## src/rtl/bcd_countdown_timer_pkg.sv

```systemverilog
// Shared definitions for the BCD countdown timer: FSM state encoding,
// the largest legal BCD digit and a digit clamp helper.
package bcd_countdown_timer_pkg;

   typedef enum logic [1:0] {
      ST_IDLE = 2'd0,
      ST_RUN  = 2'd1,
      ST_DONE = 2'd2
   } state_t;

   // Largest legal BCD digit; the score counters use the same limit.
   localparam logic [3:0] BCD_MAX = 4'd9;

   // Force any non-BCD nibble (10..15) down to 9.
   function automatic logic [3:0] bcd_clamp(input logic [3:0] v);
      logic [3:0] r;
      if (v > BCD_MAX) begin
         r = BCD_MAX;
      end else begin
         r = v;
      end
      return r;
   endfunction

endpackage

```

## src/rtl/bcd_countdown_timer_digit.sv

```systemverilog
// One BCD digit register that counts down.
// A load takes priority over a decrement. A decrement from 0 wraps to 9
// and raises borrow, which feeds the next-higher digit's decrement input.
module bcd_down_digit
   import bcd_countdown_timer_pkg::*;
(
   input  logic       clk,
   input  logic       reset,
   input  logic       d_dec,
   input  logic       d_ld,
   input  logic [3:0] ld_val,
   output logic [3:0] dig,
   output logic       borrow
);

   logic [3:0] r_dig;

   // Digit register: load, decrement with a 0->9 wrap, or hold.
   always_ff @(posedge clk or posedge reset) begin
      if (reset) begin
         r_dig <= 4'd0;
      end else if (d_ld) begin
         r_dig <= ld_val;
      end else if (d_dec) begin
         r_dig <= (r_dig == 4'd0) ? BCD_MAX : (r_dig - 4'd1);
      end else begin
         r_dig <= r_dig;
      end
   end

   assign dig    = r_dig;
   assign borrow = d_dec && (r_dig == 4'd0);

endmodule

```

## src/rtl/bcd_countdown_timer.sv

```systemverilog
// Two-digit BCD countdown timer for the pong round/serve clock.
// It counts down one step per TICK_DIV clocks while in RUN. When the
// count reaches 00 it raises timeout for exactly one cycle.
module bcd_countdown_timer
   import bcd_countdown_timer_pkg::*;
#(
   parameter int TICK_DIV = 50000000
)
(
   input  logic       clk,
   input  logic       reset,
   input  logic       load,
   input  logic [3:0] val_hi,
   input  logic [3:0] val_lo,
   input  logic       start,
   input  logic       stop,
   output logic [3:0] dig1,
   output logic [3:0] dig0,
   output logic       running,
   output logic       timeout
);

   localparam int            PW         = $clog2(TICK_DIV);
   localparam logic [PW-1:0] PRESC_LAST = PW'(TICK_DIV - 1);

   state_t        r_state;
   state_t        w_state_nxt;
   logic [PW-1:0] r_presc;
   logic [PW-1:0] w_presc_nxt;
   logic          r_running;
   logic          r_timeout;
   logic          w_timeout_nxt;
   logic          w_tick;
   logic          w_ld;
   logic          w_borrow0;
   logic          w_borrow1;
   logic [3:0]    w_dig1;
   logic [3:0]    w_dig0;
   logic [3:0]    w_ld_hi;
   logic [3:0]    w_ld_lo;
   logic          w_zero;
   logic          w_last_step;

   assign w_ld_hi     = bcd_clamp(val_hi);
   assign w_ld_lo     = bcd_clamp(val_lo);
   assign w_zero      = (w_dig1 == 4'd0) && (w_dig0 == 4'd0);
   assign w_last_step = (w_dig1 == 4'd0) && (w_dig0 == 4'd1);

   bcd_down_digit u_ones (
      .clk    (clk),
      .reset  (reset),
      .d_dec  (w_tick),
      .d_ld   (w_ld),
      .ld_val (w_ld_lo),
      .dig    (w_dig0),
      .borrow (w_borrow0)
   );

   bcd_down_digit u_tens (
      .clk    (clk),
      .reset  (reset),
      .d_dec  (w_borrow0),
      .d_ld   (w_ld),
      .ld_val (w_ld_hi),
      .dig    (w_dig1),
      .borrow (w_borrow1)
   );

   // Next state, prescaler and tick decode. Priority: load > stop > start > tick.
   always_comb begin
      w_state_nxt   = r_state;
      w_presc_nxt   = r_presc;
      w_timeout_nxt = 1'b0;
      w_tick        = 1'b0;
      w_ld          = 1'b0;
      if (load) begin
         w_ld        = 1'b1;
         w_presc_nxt = {PW{1'b0}};
         w_state_nxt = ST_IDLE;
      end else begin
         case (r_state)
            ST_IDLE: begin
               if (stop) begin
                  w_state_nxt = ST_IDLE;
               end else if (start) begin
                  if (w_zero) begin
                     // Starting from 00 skips RUN entirely.
                     w_state_nxt   = ST_DONE;
                     w_timeout_nxt = 1'b1;
                  end else begin
                     w_state_nxt = ST_RUN;
                  end
               end else begin
                  w_state_nxt = ST_IDLE;
               end
            end
            ST_RUN: begin
               if (stop) begin
                  // The prescaler holds, so a later start resumes the partial tick.
                  w_state_nxt = ST_IDLE;
               end else if (r_presc == PRESC_LAST) begin
                  w_presc_nxt = {PW{1'b0}};
                  w_tick      = 1'b1;
                  // w_borrow1 means the tens digit would underflow. That cannot
                  // happen in normal operation, so treat it as terminal too.
                  if (w_last_step || w_borrow1) begin
                     w_state_nxt   = ST_DONE;
                     w_timeout_nxt = 1'b1;
                  end else begin
                     w_state_nxt = ST_RUN;
                  end
               end else begin
                  w_presc_nxt = r_presc + {{(PW-1){1'b0}}, 1'b1};
               end
            end
            ST_DONE: begin
               w_state_nxt = ST_DONE;
            end
            default: begin
               w_state_nxt = ST_IDLE;
            end
         endcase
      end
   end

   // State, prescaler and registered status outputs.
   always_ff @(posedge clk or posedge reset) begin
      if (reset) begin
         r_state   <= ST_IDLE;
         r_presc   <= {PW{1'b0}};
         r_running <= 1'b0;
         r_timeout <= 1'b0;
      end else begin
         r_state   <= w_state_nxt;
         r_presc   <= w_presc_nxt;
         r_running <= (w_state_nxt == ST_RUN);
         r_timeout <= w_timeout_nxt;
      end
   end

   assign dig1    = w_dig1;
   assign dig0    = w_dig0;
   assign running = r_running;
   assign timeout = r_timeout;

endmodule
```

## config.mk

```make
export PLATFORM = sky130hd
export DESIGN_NAME = bcd_countdown_timer
export DESIGN_NICKNAME = d
export VERILOG_FILES = /design/src/rtl/bcd_countdown_timer_pkg.sv /design/src/rtl/bcd_countdown_timer_digit.sv /design/src/rtl/bcd_countdown_timer.sv
export SDC_FILE = /design/constraint.sdc
export NUM_CORES = 1
export LEC_CHECK = 0
export BUFFER_PORTS_ARGS = -buffer_cell sky130_fd_sc_hd__buf_2
export CORE_MARGIN = 5
export CORE_UTILIZATION = 30
export CTS_CLUSTER_DIAMETER = 100
export CTS_CLUSTER_SIZE = 25
export DETAILED_ROUTE_END_ITERATION = 8
export HOLD_SLACK_MARGIN = 0.12
export PLACE_DENSITY = 0.58
export REMOVE_ABC_BUFFERS = 1
export SLEW_MARGIN = 20
export SYNTH_ARGS = -nofsm -noshare
export SYNTH_HDL_FRONTEND = slang
export SYNTH_HIERARCHICAL = 1
export SYNTH_SLANG_ARGS = --single-unit
export TNS_END_PERCENT = 5
```

## constraint.sdc

```tcl
create_clock -name clk -period 2.7 [get_ports clk]
set_input_delay 0.54 -clock clk [delete_from_list [all_inputs] [get_ports clk]]
set_output_delay 0.54 -clock clk [all_outputs]
set_load 0.005 [all_outputs]
```

==> impl_results.md, run 1 <==
- Ant diodes: 0
- Die width: 95.6 um
- Largest family of logic cells by synthesized area: simple AND/OR/NAND/NOR gates
- DR vias/cell: 4.94
- Rel. slew slack: 0.484
- Vias in the first global route: 1900
- Asr flop ratio synth: 1.00
- Worst setup SP type: flop
- DP Area: 2590 um^2
- Clock Path Buffers: 2
- Overall routing resource usage: 0.124
- Hold Buf Count CTS: 0
- Slowest-stage cell, CP: or4b_1
- # placed instances: 378
- Fin Setup TNS: 0 ns
- Global-route wire length before repair: 8820 um
- Max Freq: 372 MHz
- H-tree lvl count: 2
- Area share of the largest cell type after synthesis: 0.433
- Critical Path End Type: flop
- CTS tree: yes
- Cells taking the most area after synthesis: dfrtp_1 43%, xnor2_1 8.0%, nor2_1 5.0%
- Final GP Congestion: 0.822
- Compound-Gate Fraction of Synth Area: 0.0950
- Port buffer count: 22
- Required @ worst endpoint: 2.93 ns
- Cell Rows: 31
- Worst path bufs/invs: 1
- Most frequent cells in the layout: 38 x dfrtp_1, 29 x nor2_1, 28 x buf_4
- Final setup vio count: 0
- Post-CTS Setup Inserts: 0
- Grt met3 use: 0.0355
- RSZ-0062 raised after global routing: yes
- Layout cells sized above 1: 0.261
- Io pins: 23
- Commonest non-fill, non-tap cell in the layout: dfrtp_1
- GR peak layer: met2
- Worst Path Class, Setup: reg2reg
- Pre-Repair DR Iteration Count: 4
- Residual DRC count: 0
- Initial antenna violation count: 0
- Syn Area/Cell: 9.24 um^2
- Num CTS Buffers: 5
- Top cell by count, worst path: nor4_2
- WL per Instance: 13.3 um
- Layout Utilization: 0.387
- HP Class: in2async
- DRT antenna net count: 0
- Slowest stage delay, CP: 0.50 ns
- Routed WL: 5130 um
- Largest net degree at the start of global routing: 33
- CTS Sinks: 38
- Setup Skew: 0.00538 ns
- Global route overflow: 0
- Outcome: finished clean
- M1 GR Usage: 0.158
- Via count: 1907
- Pleak: 1.14 nW
- Max-cap violations: 0
- Mux cell area share after synthesis: 0.00512
- GRT met2 Usage: 0.202
- Yosys reg bits: 38
- Ys flop type: dfrtp_1
- CP top delay family: simple AND/OR/NAND/NOR gates
- Synth warnings: 6
- EDFF count, synth: 0
- CTS root buf: clkbuf_8
- Core ar.: 7180 um^2
- Worst Path Arrival: 2.92 ns
- Post-synth cell types: 43
- Critical-path cell list: nor4_2, nand2_1, nor4_2, nor2b_2, nor4b_4, nor2b_4, buf_4, nand2b_4, or4b_1, a31oi_1
- Die area: 9140 um^2
- Final net count: 300
- DP HPWL: 3630 um
- Fin. Hold Viols: 0
- Sequential area share after synthesis: 0.433
- Yosys top cell by area: dfrtp_1
- Fin. max-slew vios: 0
- Simple-Gate Fraction of Synth Area: 0.330
- Die Y: 95.6 um
- Worst skew pair latency: 0.30 ns
- Post-Syn Instances: 238
- DR iter-0 viols: 141
- Xor/xnor share of the synthesized area: 0.0916
- Syn Std Cell Area: 2200 um^2
- Power Density: 465 nW/um^2
- Crit-path max FO: 3
- Adder-cell share of the synthesized area: 0.00569
- Area Overhead vs Synth: 26.4%
- Fin crit share: 0.996
- Final Instance Area: 2780 um^2
- Hold WS: 0.126 ns
- Reg clk slew, reported paths: 0.08 ns
- VDD IR-drop max: 308 uV
- Minimum clock period: 2.69 ns
- Initial core utilization: 0.306
- Final std cells w/o fill: 386
- Slew @ Worst Pin: 0.767 ns
## power breakdown
group | leakage [nW] | switching, mW | internal (mW) | total, mW
Combinational | 0.556 | 0.0509 | 0.0418 | 0.0927
Clock | 0.0683 | 0.220 | 0.370 | 0.591
Sequential | 0.513 | 0.0266 | 0.582 | 0.609
Total | 1.14 | 0.298 | 0.994 | 1.29
## synthesized netlist by cell type (2+ instances only)
cell type	n
dfrtp_1	38
nor2_1	29
xnor2_1	20
nand2_1	15
a21oi_1	11
nand3_1	10
inv_1	9
nor4_1	9
nand4_1	8
nor2b_1	8
nor3_1	8
o21ai_0	8
nand2b_1	7
o21ai_1	6
or4_1	6
clkbuf_1	4
a31oi_1	3
buf_4	3
nor4b_2	3
or3_1	3
xor2_1	3
a2bb2oi_1	2
and4_1	2
nand2b_4	2
o211ai_1	2
or4b_1	2
## metal layers
layer | part of all wire | routed length, um | up-vias
met4 | 0.018 | 90 | 0
met2 | 0.48 | 2450 | 45
met3 | 0.052 | 265 | 11
li1 | - | - | 945
met5 | 0 | 0 | -
met1 | 0.45 | 2330 | 906
## kinds of logic after synthesis
logic type	after synthesis
mux	1
fa+ha+maj	1
buf+inv	18
simple gates	121
xor+xnor	23
flops	38
compound gates	36
## flip-flops by register name (all words and copies together) (netlist names)
signal,cells
r_presc,26
u_ones/dig,4
u_tens/dig,4
r_state,2
running,1
timeout,1
## cell type report
class | count | area, um^2
clock buffer | 5 | 68.8
clock inverter | 3 | 68.8
fill | 721 | 4400
inverter | 9 | 33.8
multi-input combinational | 182 | 1210
sequential | 38 | 951
tap | 99 | 124
timing repair buffer | 50 | 320
## timing repair
item,4_1_cts,5_1_grt
setup endpoints to repair,6,6
resized for setup,6,3
pin swaps,3,0
## final timing paths
check / to / startpoint / cells past startpoint / slack [ns]
max: u_tens/dig[2]$_DFFE_PP0P_ / r_presc[9]$_DFFE_PP0P_ / 10 / 0.01
min: u_tens/dig[1]$_DFFE_PP0P_ / reset / 2 / 0.13
max reg2reg: u_tens/dig[2]$_DFFE_PP0P_ / r_presc[9]$_DFFE_PP0P_ / 10 / 0.01
min reg2reg: r_presc[25]$_DFFE_PP0P_ / r_presc[25]$_DFFE_PP0P_ / 2 / 0.55
max in group asynchronous: r_presc[9]$_DFFE_PP0P_ / reset / 3 / 2.08
min in group clk: u_tens/dig[3]$_DFFE_PP0P_ / val_hi[3] / 3 / 0.50
## per-stage QoR
stage | setup slack, ns | total power, mW
floorplan | -0.350 | 0.660
global placement | -0.0980 | 0.710
detailed placement | -0.123 | 0.710
CTS | 0.0152 | 1.30
global route | -0.216 | 1.34
finish | 0.0102 | 1.29
Power figures use the tool's default switching activity.
==> run 2, diff against run 1 <==
Settings changed: RECOVER_POWER set to 100, SYNTH_HIERARCHICAL 1 to unset.
==> run 2 against run 1 <==
Net effect:
- critical path depth shrank 4
- maximum frequency grew 16%
- sequential power shrank 1%
- hold slack gained 0.33 ns
- power shrank 14%
==> impl_results.md, run 2 <==
- Outcome: finished clean (unchanged)
- Routed WL: 5420 um (was 5130 um)
- Worst setup SP type: flop (unchanged)
- Post-CTS Setup Inserts: 0 (unchanged)
- CTS tree: yes (unchanged)
- Worst path bufs/invs: 0 (was 1)
- Max Freq: 433 MHz (was 372 MHz)
- Vias in the first global route: 1972 (was 1900)
- EDFF count, synth: 0 (unchanged)
- Post-synth cell types: 61 (was 43)
- H-tree lvl count: 2 (unchanged)
- Final net count: 290 (was 300)
- Cells taking the most area after synthesis: dfrtp_1 40%, a31oi_1 3.7%, a21oi_1 3.6% (was dfrtp_1 43%, xnor2_1 8.0%, nor2_1 5.0%)
- Overall routing resource usage: 0.121 (was 0.124)
- Layout cells sized above 1: 0.148 (was 0.261)
- Core ar.: 7730 um^2 (was 7180 um^2)
- Worst skew pair latency: 0.29 ns (was 0.30 ns)
- HP Class: in2reg (was in2async)
- Rel. slew slack: 0.355 (was 0.484)
- Syn Area/Cell: 9.20 um^2 (was 9.24 um^2)
- Slowest stage delay, CP: 0.46 ns (was 0.50 ns)
- Global-route wire length before repair: 9750 um (was 8820 um)
- Fin crit share: 0.856 (was 0.996)
- Hold WS: 0.454 ns (was 0.126 ns)
- Most frequent cells after synthesis: 38 x dfrtp_1, 22 x nor2_1, 20 x nand2_1 (was 38 x dfrtp_1, 29 x nor2_1, 20 x xnor2_1)
- Synth warnings: 0 (was 6)
- Wire length on met2: 2420 um (was 2450 um)
- WL met1: 2750 um (was 2330 um)
- Worst R2R Setup Slack: 0.39 ns (was 0.01 ns)
- Via count: 1993 (was 1907)
- Final setup vio count: 0 (unchanged)
- Final GP Congestion: 0.777 (was 0.822)
- CTS root buf: clkbuf_8 (unchanged)
- Most frequent cells in the layout: 38 x dfrtp_1, 22 x nor2_1, 20 x nand2_1 (was 38 x dfrtp_1, 29 x nor2_1, 28 x buf_4)
- Required @ worst endpoint: 2.94 ns (was 2.93 ns)
- CTS Sinks: 38 (unchanged)
- Area Overhead vs Synth: 9.48% (was 26.4%)
- Fin Setup TNS: 0 ns (unchanged)
- Post-CTS Resized: 0 (was 6)
- Worst Path Class, Setup: reg2reg (unchanged)
- Syn Std Cell Area: 2370 um^2 (was 2200 um^2)
- Initial antenna violation count: 0 (unchanged)
- Met3 wire len: 232 um (was 265 um)
- Critical-path cell list: ha_1, and2_0, nand4_2, or3_1, o41ai_1, a31o_2 (was nor4_2, nand2_1, nor4_2, nor2b_2, nor4b_4, nor2b_4, buf_4, nand2b_4, or4b_1, a31oi_1)
- Critical Path End Type: flop (unchanged)
- Io pins: 23 (unchanged)
- Power Density: 429 nW/um^2 (was 465 nW/um^2)
- Minimum clock period: 2.31 ns (was 2.69 ns)
- Die width: 99.0 um (was 95.6 um)
- Initial core utilization: 0.307 (was 0.306)
- Top reg by flops: r_presc (unchanged)
- Ant diodes: 0 (unchanged)
- Fillers: 804 (was 721)
- Hold Buf Count CTS: 0 (unchanged)
- Slew @ Worst Pin: 0.968 ns (was 0.767 ns)
- CP top delay family: simple AND/OR/NAND/NOR gates (unchanged)
- Residual DRC count: 0 (unchanged)
- Sequential area share after synthesis: 0.400 (was 0.433)
- Num CTS Buffers: 5 (unchanged)
- WL per Instance: 14.3 um (was 13.3 um)
- Fin. Hold Viols: 0 (unchanged)
- Commonest non-fill, non-tap cell in the layout: dfrtp_1 (unchanged)
- Worst Path Arrival: 2.55 ns (was 2.92 ns)
- Crit-path max FO: 8 (was 3)
- Slowest-stage cell, CP: or3_1 (was or4b_1)
- Largest net degree at the start of global routing: 39 (was 33)
- Yosys top cell by area: dfrtp_1 (unchanged)
- Fin. max-slew vios: 0 (unchanged)
- Die area: 9800 um^2 (was 9140 um^2)
- Pre-Repair DR Iteration Count: 4 (unchanged)
- DR iter-0 viols: 142 (was 141)
- Most frequent cell after synthesis: dfrtp_1 (unchanged)
- Global route overflow: 0 (unchanged)
- Top sig layer: met4 (unchanged)
- Area share of the largest cell type after synthesis: 0.400 (was 0.433)
- Yosys reg bits: 38 (unchanged)
- Max reg flops: 26 (unchanged)
- Post-Syn Instances: 258 (was 238)
- Cell Rows: 32 (was 31)
- Asr flop ratio synth: 1.00 (unchanged)
- Port buffer count: 22 (unchanged)
- Reg clk slew, reported paths: 0.07 ns (was 0.08 ns)
- RSZ-0062 raised after global routing: no (was yes)
- Setup Skew: 0.00677 ns (was 0.00538 ns)
- Die Y: 99.0 um (was 95.6 um)
- Max-cap violations: 0 (unchanged)
- DRT antenna net count: 0 (unchanged)
- Clock Path Buffers: 2 (unchanged)
- Pleak: 1.03 nW (was 1.14 nW)
- Ys flop type: dfrtp_1 (unchanged)
- DR vias/cell: 5.26 (was 4.94)
- VDD IR-drop max: 248 uV (was 308 uV)
- DP HPWL: 3840 um (was 3630 um)
==> run 2: path summary, 6_finish.rpt <==
| check | start | cells past startpoint | end |
|---|---|---|---|
| min in group asynchronous | reset | 3 | u_tens.dig[0]$_DFFE_PP0P_ |
| worst max register to register | r_presc[0]$_DFFE_PP0P_ | 6 | r_presc[22]$_DFFE_PP0P_ |
| worst min-delay path | val_lo[3] | 2 | u_ones.dig[2]$_DFFE_PP0P_ |
| worst min register to register | r_presc[2]$_DFFE_PP0P_ | 1 | r_presc[2]$_DFFE_PP0P_ |
| max in group asynchronous | reset | 3 | r_state[0]$_DFF_PP0_ |
| worst max-delay path | r_presc[0]$_DFFE_PP0P_ | 6 | r_presc[22]$_DFFE_PP0P_ |
==> run 2: cell families (layout without fill, tap and decap cells) <==
group,after synthesis,count (layout),synth area share
adder cells (fa/ha/maj),1,1,0.00527
AND/OR/NAND/NOR,123,123,0.327
flip-flops,38,38,0.400
multiplexers,5,5,0.0211
buffers and inverters,21,40,0.0490
AO/OA/AOI/OAI,60,60,0.160
XOR/XNOR,10,10,0.0369
==> run 2: per-stage QoR <==
step | instance area, um^2 | util | total power [mW] | std cells | worst slack, ns
2_1_floorplan | 2280 | - | 0.667 | 242 | 0.671
3_3_place_gp | 2550 | 0.330 | 0.722 | 371 | 0.519
3_5_place_dp | 2550 | 0.330 | 0.723 | 371 | 0.475
4_1_cts | 2640 | 0.342 | 1.13 | 379 | 0.532
5_1_grt | 2600 | 0.336 | 1.18 | 379 | 0.188
6_report | 2600 | 0.336 | 1.11 | 379 | 0.389
==> run 2: area by class of cell <==
cell class | count | area [um^2] | area share
Timing Repair Buffer | 27 | 133 | 0.0510
Inverter | 5 | 18.8 | 0.00722
Clock buffer | 7 | 86.3 | 0.0332
Tap cell | 102 | 128 | 0.0491
Clock inverter | 1 | 5.00 | 0.00192
Multi-Input combinational cell | 199 | 1280 | 0.492
Sequential cell | 38 | 951 | 0.366
==> run 2: report_power, final <==
part,internal (mW),leakage (nW),switching (mW)
clock network,0.206,0.0482,0.204
registers,0.583,0.515,0.0193
logic,0.0407,0.468,0.0616
total,0.830,1.03,0.285
==> run 2: per-layer routing <==
| metal | global-route usage | vias up |
|---|---|---|
| met5 | 0 | - |
| met4 | 0.0263 | 0 |
| met3 | 0.0326 | 2 |
| met2 | 0.187 | 39 |
| met1 | 0.169 | 955 |
| li1 | - | 997 |
==> run 3, diff against run 2 <==
--- a/config.mk
+++ b/config.mk
@@ -13,5 +13,5 @@
 export DETAILED_ROUTE_END_ITERATION = 8
 export HOLD_SLACK_MARGIN = 0.12
-export PLACE_DENSITY = 0.58
+export PLACE_DENSITY = 0.56
 export RECOVER_POWER = 100
 export REMOVE_ABC_BUFFERS = 1
==> constraint.sdc (replaced) <==
create_clock -name clk -period 2.3 [get_ports clk]
set_input_delay 0.46 -clock clk [delete_from_list [all_inputs] [get_ports clk]]
set_output_delay 0.46 -clock clk [all_outputs]
set_load 0.05 [all_outputs]
==> run 3 against run 2 <==
Net effect:
- non-clock buffer count grew 5
- critical path depth is the same
- clock-buffer cell count is the same
- routed wire length grew 3.5%
- cell count grew 1.3%
==> impl_results.md, run 3 (synthesis results as in run 2) <==
- Outcome: finished clean (unchanged)
- Required @ worst endpoint: 2.49 ns (was 2.94 ns)
- WL per Instance: 14.6 um (was 14.3 um)
- Num CTS Buffers: 5 (unchanged)
- Layout cells sized above 1: 0.149 (was 0.148)
- Worst skew pair latency: 0.30 ns (was 0.29 ns)
- Post-CTS Setup Inserts: 0 (unchanged)
- Global-route wire length before repair: 9650 um (was 9750 um)
- Io pins: 23 (unchanged)
- Commonest non-fill, non-tap cell in the layout: dfrtp_1 (unchanged)
- Global route overflow: 0 (unchanged)
- # placed instances: 376 (was 371)
- Largest net degree at the start of global routing: 39 (unchanged)
- Clock Path Buffers: 2 (unchanged)
- Die area: 9800 um^2 (unchanged)
- Sw frac: 0.284 (was 0.255)
- Sw Pwr: 0.387 mW (was 0.285 mW)
- Layout Utilization: 0.339 (was 0.336)
- Worst Path Class, Setup: reg2reg (unchanged)
- Final WS setup: 0.228 ns (was 0.389 ns)
- Top reg by flops: r_presc (unchanged)
- Residual DRC count: 0 (unchanged)
- Critical Path End Type: flop (unchanged)
- Hold WS: 0.379 ns (was 0.454 ns)
- Max reg flops: 26 (unchanged)
- Fin. max-slew vios: 0 (unchanged)
- Routed WL: 5610 um (was 5420 um)
- Final setup vio count: 0 (unchanged)
- Max Freq: 483 MHz (was 433 MHz)
- CTS Sinks: 38 (unchanged)
- Vias in the first global route: 1960 (was 1972)
- Worst setup SP type: flop (unchanged)
- Setup Skew: 0.0108 ns (was 0.00677 ns)
- Initial antenna violation count: 0 (unchanged)
- Overall routing resource usage: 0.121 (about the same)
- Setup slack at placement: 0.271 ns (was 0.475 ns)
- Via count: 2031 (was 1993)
- Cell Rows: 32 (unchanged)
- CTS root buf: clkbuf_8 (unchanged)
- Final std cells w/o fill: 384 (was 379)
- Slew @ Worst Pin: 0.975 ns (was 0.968 ns)
- Pint: 0.974 mW (was 0.830 mW)
- Crit-path max FO: 7 (was 8)
- Ant diodes: 0 (unchanged)
- Fin Setup TNS: 0 ns (unchanged)
- Core ar.: 7730 um^2 (unchanged)
- DR vias/cell: 5.29 (was 5.26)
- Comb pwr share: 0.123 (was 0.092)
- Pleak: 1.03 nW (about the same)
- Area Overhead vs Synth: 10.4% (was 9.48%)
- Hold Buf Count CTS: 0 (unchanged)
- H-tree lvl count: 2 (unchanged)
- Final net count: 295 (was 290)
- DRT antenna net count: 0 (unchanged)
- Final GP Congestion: 0.821 (was 0.777)
- Fin. Hold Viols: 0 (unchanged)
- Die Y: 99.0 um (unchanged)
- Initial core utilization: 0.307 (unchanged)
- Minimum clock period: 2.07 ns (was 2.31 ns)
- RSZ-0062 raised after global routing: no (unchanged)
- Post-CTS Resized: 0 (unchanged)
- Clock network power share: 0.357 (was 0.368)
- DR iter-0 viols: 123 (was 142)
- DP Area: 2590 um^2 (was 2550 um^2)
- Port buffer count: 22 (unchanged)
- Die width: 99.0 um (unchanged)
- Flop pwr share: 0.520 (was 0.541)
- Pre-Repair DR Iteration Count: 4 (unchanged)
- Total power: 1.36 mW (was 1.11 mW)
- Reg clk slew, reported paths: 0.08 ns (was 0.07 ns)
- Final Instance Area: 2620 um^2 (was 2600 um^2)
- HP Class: in2reg (unchanged)
- CTS tree: yes (unchanged)
- VDD IR-drop max: 217 uV (was 248 uV)
- Most frequent cells in the layout: 38 x dfrtp_1, 22 x nor2_1, 20 x nand2_1 (unchanged)
- Worst Path Arrival: 2.27 ns (was 2.55 ns)
- DP HPWL: 4080 um (was 3840 um)
- Power Density: 519 nW/um^2 (was 429 nW/um^2)
- Max-cap violations: 0 (unchanged)
- Fin crit share: 0.901 (was 0.856)
- Rel. slew slack: 0.350 (was 0.355)
## run 3: cell types whose count changed in the layout (fill, tap and decap cells not counted)
cell	previous run	this run
buf_2	15	12
clkbuf_2	1	2
or4_1	2	3
or4_4	1	0
nor3_4	1	0
o21ai_0	10	11
clkbuf_1	9	12
nor3_2	0	1
buf_4	3	7
o21ai_1	1	0
## run 3: worst paths after layout
| path | from | endpoint | slack [ns] | cells past startpoint |
|---|---|---|---|---|
| max in group asynchronous | reset | r_presc[7]$_DFFE_PP0P_ | 1.24 | 3 |
| worst max register to register | r_presc[0]$_DFFE_PP0P_ | u_tens.dig[1]$_DFFE_PP0P_ | 0.23 | 6 |
| worst max-delay path | r_presc[0]$_DFFE_PP0P_ | u_tens.dig[1]$_DFFE_PP0P_ | 0.23 | 6 |
| worst min register to register | r_presc[2]$_DFFE_PP0P_ | r_presc[2]$_DFFE_PP0P_ | 0.50 | 1 |
| worst min-delay path | val_lo[3] | u_ones.dig[2]$_DFFE_PP0P_ | 0.38 | 2 |
| min in group asynchronous | reset | r_presc[22]$_DFFE_PP0P_ | 0.45 | 3 |
## run 3: cell type report
class                      count  area, um^2
sequential                    38         951
inverter                       5        18.8
multi-input combinational    199        1270
fill                         819        5110
clock buffer                   7        86.3
clock inverter                 1        5.00
timing repair buffer          32         164
tap                          102         128
## run 3: worst max-delay path, cell delays in order (launching register included)
cell and delay [ns]:
dfrtp_1 0.39, ha_1 0.18, and2_1 0.31, and4_1 0.30
nand4_1 0.17, or4b_1 0.54, o311ai_1 0.09
## run 3: power groups by stage
stage               Sequential, mW  Clock, mW  Combinational (mW)
floorplan                    0.764          0              0.0661
global placement             0.720          0               0.176
detailed placement           0.721          0               0.177
CTS                          0.707      0.510               0.178
global route                 0.712      0.538               0.186
finish                       0.708      0.486               0.168
## run 3: layer usage
metal / GRT usage / vias to the layer above / wire, um
li1: - / 1011 / -
met4: 0.0315 / 0 / 45
met3: 0.0269 / 5 / 203
met2: 0.189 / 34 / 2570
met5: 0 / - / 0
met1: 0.171 / 981 / 2790
